--- src/rtl/db_event_arbiter.sv ---
// Multi-channel debounced button front end with a round-robin press-event port.
// Optional sticky overrun flags are enabled with `define DB_EVT_OVERRUN_EN.
module db_event_arbiter #(
  parameter int unsigned NUM_CH      = 4,
  parameter int unsigned TICK_PERIOD = 2_000_000,
  parameter int unsigned DB_TICKS    = 4,
  localparam int unsigned CHW        = $clog2(NUM_CH),
  localparam int unsigned CNTW       = $clog2(DB_TICKS + 1),
  localparam int unsigned PW         = $clog2(TICK_PERIOD)
) (
  input  logic              i_clk,
  input  logic              i_rst_n,
  input  logic [NUM_CH-1:0] i_sw,
  output logic [NUM_CH-1:0] o_sw_debounced,
  output logic              o_evt_valid,
  output logic [CHW-1:0]    o_evt_ch,
  input  logic              i_evt_ready,
  output logic [NUM_CH-1:0] o_pending
`ifdef DB_EVT_OVERRUN_EN
  ,
  output logic [NUM_CH-1:0] o_overrun,
  input  logic              i_ovr_clr
`endif
);

  typedef enum logic [1:0] {ZERO, WAIT1, ONE, WAIT0} state_e;

  logic [NUM_CH-1:0] sw_meta_q, sw_s_q;
  logic [PW-1:0]     presc_q, presc_d;
  logic              tick;

  state_e            state_q [NUM_CH];
  state_e            state_d [NUM_CH];
  logic [CNTW-1:0]   cnt_q   [NUM_CH];
  logic [CNTW-1:0]   cnt_d   [NUM_CH];
  logic [NUM_CH-1:0] rise;
  logic [NUM_CH-1:0] deb_q, deb_d;

  logic [NUM_CH-1:0] pending_q, pending_d, clr;
  logic              valid_q, valid_d;
  logic [CHW-1:0]    ch_q, ch_d;
  logic [CHW-1:0]    ptr_q, ptr_d;
  logic [CHW-1:0]    sel;
  logic              found, load;
  int unsigned       idx;

  assign tick = (presc_q == '0);

  always_comb begin
    presc_d = tick ? PW'(TICK_PERIOD - 1) : presc_q - PW'(1);
  end

  always_comb begin
    rise = '0;
    for (int unsigned i = 0; i < NUM_CH; i++) begin
      state_d[i] = state_q[i];
      cnt_d[i]   = cnt_q[i];
      case (state_q[i])
        ZERO: begin
          if (sw_s_q[i]) begin
            state_d[i] = WAIT1;
            cnt_d[i]   = CNTW'(DB_TICKS - 1);
          end
        end
        WAIT1: begin
          if (!sw_s_q[i]) begin
            state_d[i] = ZERO;
          end else if (tick) begin
            if (cnt_q[i] == '0) begin
              state_d[i] = ONE;
              rise[i]    = 1'b1;
            end else begin
              cnt_d[i] = cnt_q[i] - CNTW'(1);
            end
          end
        end
        ONE: begin
          if (!sw_s_q[i]) begin
            state_d[i] = WAIT0;
            cnt_d[i]   = CNTW'(DB_TICKS - 1);
          end
        end
        WAIT0: begin
          if (sw_s_q[i]) begin
            state_d[i] = ONE;
          end else if (tick) begin
            if (cnt_q[i] == '0) begin
              state_d[i] = ZERO;
            end else begin
              cnt_d[i] = cnt_q[i] - CNTW'(1);
            end
          end
        end
        default: state_d[i] = ZERO;
      endcase
      // Registered from the next state so it lines up with the pending bit.
      deb_d[i] = (state_d[i] == ONE) || (state_d[i] == WAIT0);
    end
  end

  always_comb begin
    found = 1'b0;
    sel   = '0;
    idx   = 0;
    for (int unsigned k = 1; k <= NUM_CH; k++) begin
      idx = (32'(ptr_q) + k) % NUM_CH;
      if (!found && pending_q[idx]) begin
        found = 1'b1;
        sel   = CHW'(idx);
      end
    end
  end

  always_comb begin
    load = (!valid_q || i_evt_ready) && found;
    for (int unsigned i = 0; i < NUM_CH; i++) begin
      clr[i] = load && (sel == CHW'(i));
    end
    // A rise on a channel being loaded this cycle re-arms it.
    pending_d = (pending_q & ~clr) | rise;
    valid_d   = load || (valid_q && !i_evt_ready);
    ch_d      = load ? sel : ch_q;
    ptr_d     = load ? sel : ptr_q;
  end

  always_ff @(posedge i_clk or negedge i_rst_n) begin
    if (!i_rst_n) begin
      sw_meta_q <= '0;
      sw_s_q    <= '0;
      presc_q   <= PW'(TICK_PERIOD - 1);
      for (int unsigned i = 0; i < NUM_CH; i++) begin
        state_q[i] <= ZERO;
        cnt_q[i]   <= '0;
      end
      deb_q     <= '0;
      pending_q <= '0;
      valid_q   <= 1'b0;
      ch_q      <= '0;
      ptr_q     <= CHW'(NUM_CH - 1);
    end else begin
      sw_meta_q <= i_sw;
      sw_s_q    <= sw_meta_q;
      presc_q   <= presc_d;
      for (int unsigned i = 0; i < NUM_CH; i++) begin
        state_q[i] <= state_d[i];
        cnt_q[i]   <= cnt_d[i];
      end
      deb_q     <= deb_d;
      pending_q <= pending_d;
      valid_q   <= valid_d;
      ch_q      <= ch_d;
      ptr_q     <= ptr_d;
    end
  end

`ifdef DB_EVT_OVERRUN_EN
  logic [NUM_CH-1:0] ovr_q, ovr_d;

  always_comb begin
    ovr_d = (i_ovr_clr ? '0 : ovr_q) | (rise & pending_q & ~clr);
  end

  always_ff @(posedge i_clk or negedge i_rst_n) begin
    if (!i_rst_n) ovr_q <= '0;
    else          ovr_q <= ovr_d;
  end

  assign o_overrun = ovr_q;
`endif

  assign o_sw_debounced = deb_q;
  assign o_pending      = pending_q;
  assign o_evt_valid    = valid_q;
  assign o_evt_ch       = ch_q;

endmodule

--- config.mk ---
export PLATFORM = sky130hd
export DESIGN_NAME = db_event_arbiter
export DESIGN_NICKNAME = d
export VERILOG_FILES = /design/src/rtl/db_event_arbiter.sv
export SDC_FILE = /design/constraint.sdc
export NUM_CORES = 1
export LEC_CHECK = 0
export BUFFER_PORTS_ARGS = -buffer_cell sky130_fd_sc_hd__buf_2
export CORE_MARGIN = 2
export CORE_UTILIZATION = 35
export CTS_BUF_LIST = sky130_fd_sc_hd__clkbuf_8
export DETAILED_ROUTE_END_ITERATION = 16
export PLACE_DENSITY = 0.55
export SLEW_MARGIN = 30
export SYNTH_ARGS = -nofsm -noshare
export SYNTH_HDL_FRONTEND = slang
export SYNTH_SLANG_ARGS = --single-unit
--- constraint.sdc ---
create_clock -name i_clk -period 5 [get_ports i_clk]
set_input_delay 0.5 -clock i_clk [delete_from_list [all_inputs] [get_ports i_clk]]
set_output_delay 0.5 -clock i_clk [all_outputs]
set_load 0.005 [all_outputs]
==> flow_summary_export.csv <==
group,metric,value,unit
run_status,outcome,"finished, final reports clean",
clocking,numCtsBuffers,9,
run,drv_cap,0,
grt,grt_pass1_vias,2047,
final_layout,fin_area,3410,um2
sta,finalCritPeriodShare,47.9,%
yosys,yosys-top-cells-area,"dfrtp_1 38%, dfstp_2 13%, ha_1 4.2%, xnor2_1 2.9%, a21oi_1 2.5%",
sta,period_needed,2390,ps
setup_path,startpoint,"presc_q[12]$_DFF_PN0_",
route,drt_wl_total,5.54,mm
route,drt-initial-drc-count,57,
sta,grt_setup_unrepaired,"no",
pwr,switchingPower,318,uW
yosys,synth_fp_nets,285,
clocking,cts_max_path_buffers,2,
yosys,yosysTopAreaCellShare,38.4,%
setup_path,worstPathArrival,2610,ps
route,ant_nets,0,
final_layout,area_growth,13.7,%
setup_path,reg2reg_depth,5,
pwr,irDropWorstVdd,0.000138,V
route,drt-vias-per-instance,5.13,
setup_path,required,5220,ps
floorplanning,initial_core_util,36.3,%
place,placed_area,3180,um2
floorplanning,core_area,8260,um2
yosys,synth.avg_cell_area,11.2,um2
route,via_count,2064,
setup_path,critPathCaptureType,"register",
yosys,synth_cell_types,47,
grt,grt_pass1_wl,9.63,mm
final_layout,nets,309,
final_layout,drive_gt1_share,24.6,%
sta,tightest_slew,763,ps
final_layout,stdcell_count,402,
grt,antenna_found_initial,0,
grt,grt_max_degree,62,
place,dpl.cell_count,386,
setup_path,r2r-start,"presc_q[12]$_DFF_PN0_",
grt,grt-ovfl-total,0,
clocking,cts_root_buf,"clkbuf_8",
yosys,syn_area,3000,um2
pwr,power_frac_seq,46.5,%
clocking,hold_buffers,0,
final_layout,multi_input_area,1380,um2
grt,groute.usage.overall,13.7,%
yosys,synthCells,268,
floorplanning,row_count,33,
hold_path,hold_class,"primary input to register",
yosys,ys_seq_elements,61,
clocking,clk_pin_slew_worst_paths,70,ps
floorplanning,fp.dieArea,9320,um2
yosys,synth_most_common_cell,"dfrtp_1",
yosys,synth-main-ff-cell,"dfrtp_1",
sta,max_freq,0.418,GHz
clocking,cts.sinks,61,
pwr,leakagePower,1.63,nW
route,first_pass_iters,4,
clocking,post_cts_resize_count,0,
pwr,internal_power,909,uW
final_layout,num-fill-cells,838,
place,port_buffers,17,
pwr,power.share.combinational,13.3,%
sta,slew-limit-headroom,49.2,%
yosys,async_flop_share,100,%
sta,fin_setup_tns,0,ps
yosys,synth_top_cells_by_count,"46 x dfrtp_1, 19 x nor2_1, 18 x nand2_1",
yosys,synth_edf_count,0,
hold_path,hp-start,"i_sw[2]",
hold_path,whs_path_depth,1,
clocking,clk_latency,340,ps
pwr,powerDensity,360,nW/um2
floorplanning,io_pins,18,
yosys,yosys.area.top_type,"dfrtp_1",
setup_path,path_class,"register to register",
setup_path,start_kind,"register",
setup_path,crit_fanout,32,
final_layout,seq_area,1550,um2
place,hpwl,3.76,mm
floorplanning,fp.dieW,96.5,um
sta,setup_viol,0,
clocking,cts_tree,"yes",
sta,slew_viol_final,0,
sta,hold_viol_final,0,
route,wl_per_cell,13.8,um
clocking,post_cts_buffers,0,
floorplanning,die_h,96.5,um
pwr,power_frac_clock,40.2,%
yosys,ys_warn_count,0,
yosys,yosysSeqAreaShare,51.6,%
route,drc_errors,0,
clocking,htreeDepth,3,
pwr,swShare,25.9,%
sta,skew,5.97,ps
place,gp_congestion,0.774,
final_layout,antennaDiodeCount,0,
worst max-delay path, stage by stage, from the launching register on:
cell and delay, ps:
dfrtp_1 470, nor4_4 390, nand4_4 190, nor2_4 620
nand3_1 270, mux2_2 330
power by group through the flow:
| stage | logic (mW) | clock network (mW) | registers (mW) |
|---|---|---|---|
| floorplan | 0.108 | 0 | 0.571 |
| global placement | 0.160 | 0 | 0.578 |
| detailed placement | 0.166 | 0 | 0.579 |
| CTS | 0.167 | 0.508 | 0.570 |
| global route | 0.192 | 0.532 | 0.577 |
| finish | 0.164 | 0.493 | 0.570 |
through the flow:
step	utilization (%)	setup WS, ps	total power [mW]	hold slack (ps)
2_1_floorplan	-	3230	0.679	204
3_3_place_gp	38.5	2660	0.738	335
3_5_place_dp	38.5	2640	0.745	335
4_1_cts	41.3	2600	1.25	245
5_1_grt	41.3	2460	1.30	244
6_report	41.3	2610	1.23	263
final cells by class:
cell class	count	share of cell area (%)
Multi-Input combinational cell	192	40.4
Clock buffer	11	4.44
Timing Repair Buffer	18	2.72
Sequential cell	61	45.4
Clock inverter	5	2.17
Inverter	10	1.10
Tap cell	105	3.86
cell families (layout without fill, tap and decap cells):
family	Yosys count	in the layout	share of synthesized area, %
AND/OR/NAND/NOR	108	108	23.1
flip-flops	61	61	51.6
AO/OA/AOI/OAI	51	51	11.1
XOR/XNOR	15	15	4.38
buffers and inverters	15	44	2.55
adder cells (fa/ha/maj)	10	10	4.18
multiplexers	8	8	3.09
state kept, by name (all words and copies together), names as in the netlist:
name            cells
state_q             8
ptr_q               2
presc_q            21
o_pending           4
o_evt_valid         1
o_sw_debounced      3
o_evt_ch            2
sw_s_q              4
cnt_q              12
sw_meta_q           4
final timing paths:
path	to	slack (ps)
min in group asynchronous	presc_q[16]$_DFF_PN0_	320
worst max-delay path	state_q[3]$_DFF_PN0_	2610
max in group asynchronous	presc_q[14]$_DFF_PN0_	4180
worst min-delay path	sw_meta_q[2]$_DFF_PN0_	260
worst max register to register	state_q[3]$_DFF_PN0_	2610
worst min register to register	sw_s_q[0]$_DFF_PN0_	350
placed cells by master, fill, tap and decap left out, drive strengths merged, types with 5 or more instances in the layout:
cell    instances
a21oi          15
and3           10
buf            18
clkbuf         11
dfrtp          46
dfstp          15
ha             10
inv            11
mux2            7
nand2          18
nand2b          8
nand3          12
nor2           20
nor2b           6
nor3            8
nor3b           5
nor4            6
o21ai           9
or3             5
xnor2          10
xor2            5
layer usage:
| layer | wire, um | up-vias | GRT usage, % |
|---|---|---|---|
| li1 | - | 1023 | - |
| met1 | 2700 | 1009 | 18.4 |
| met2 | 2550 | 23 | 20.2 |
| met3 | 192 | 9 | 3.96 |
| met4 | 99 | 0 | 6.81 |
| met5 | 0 | - | 0 |
No activity file was read; power rests on OpenSTA's default activity.
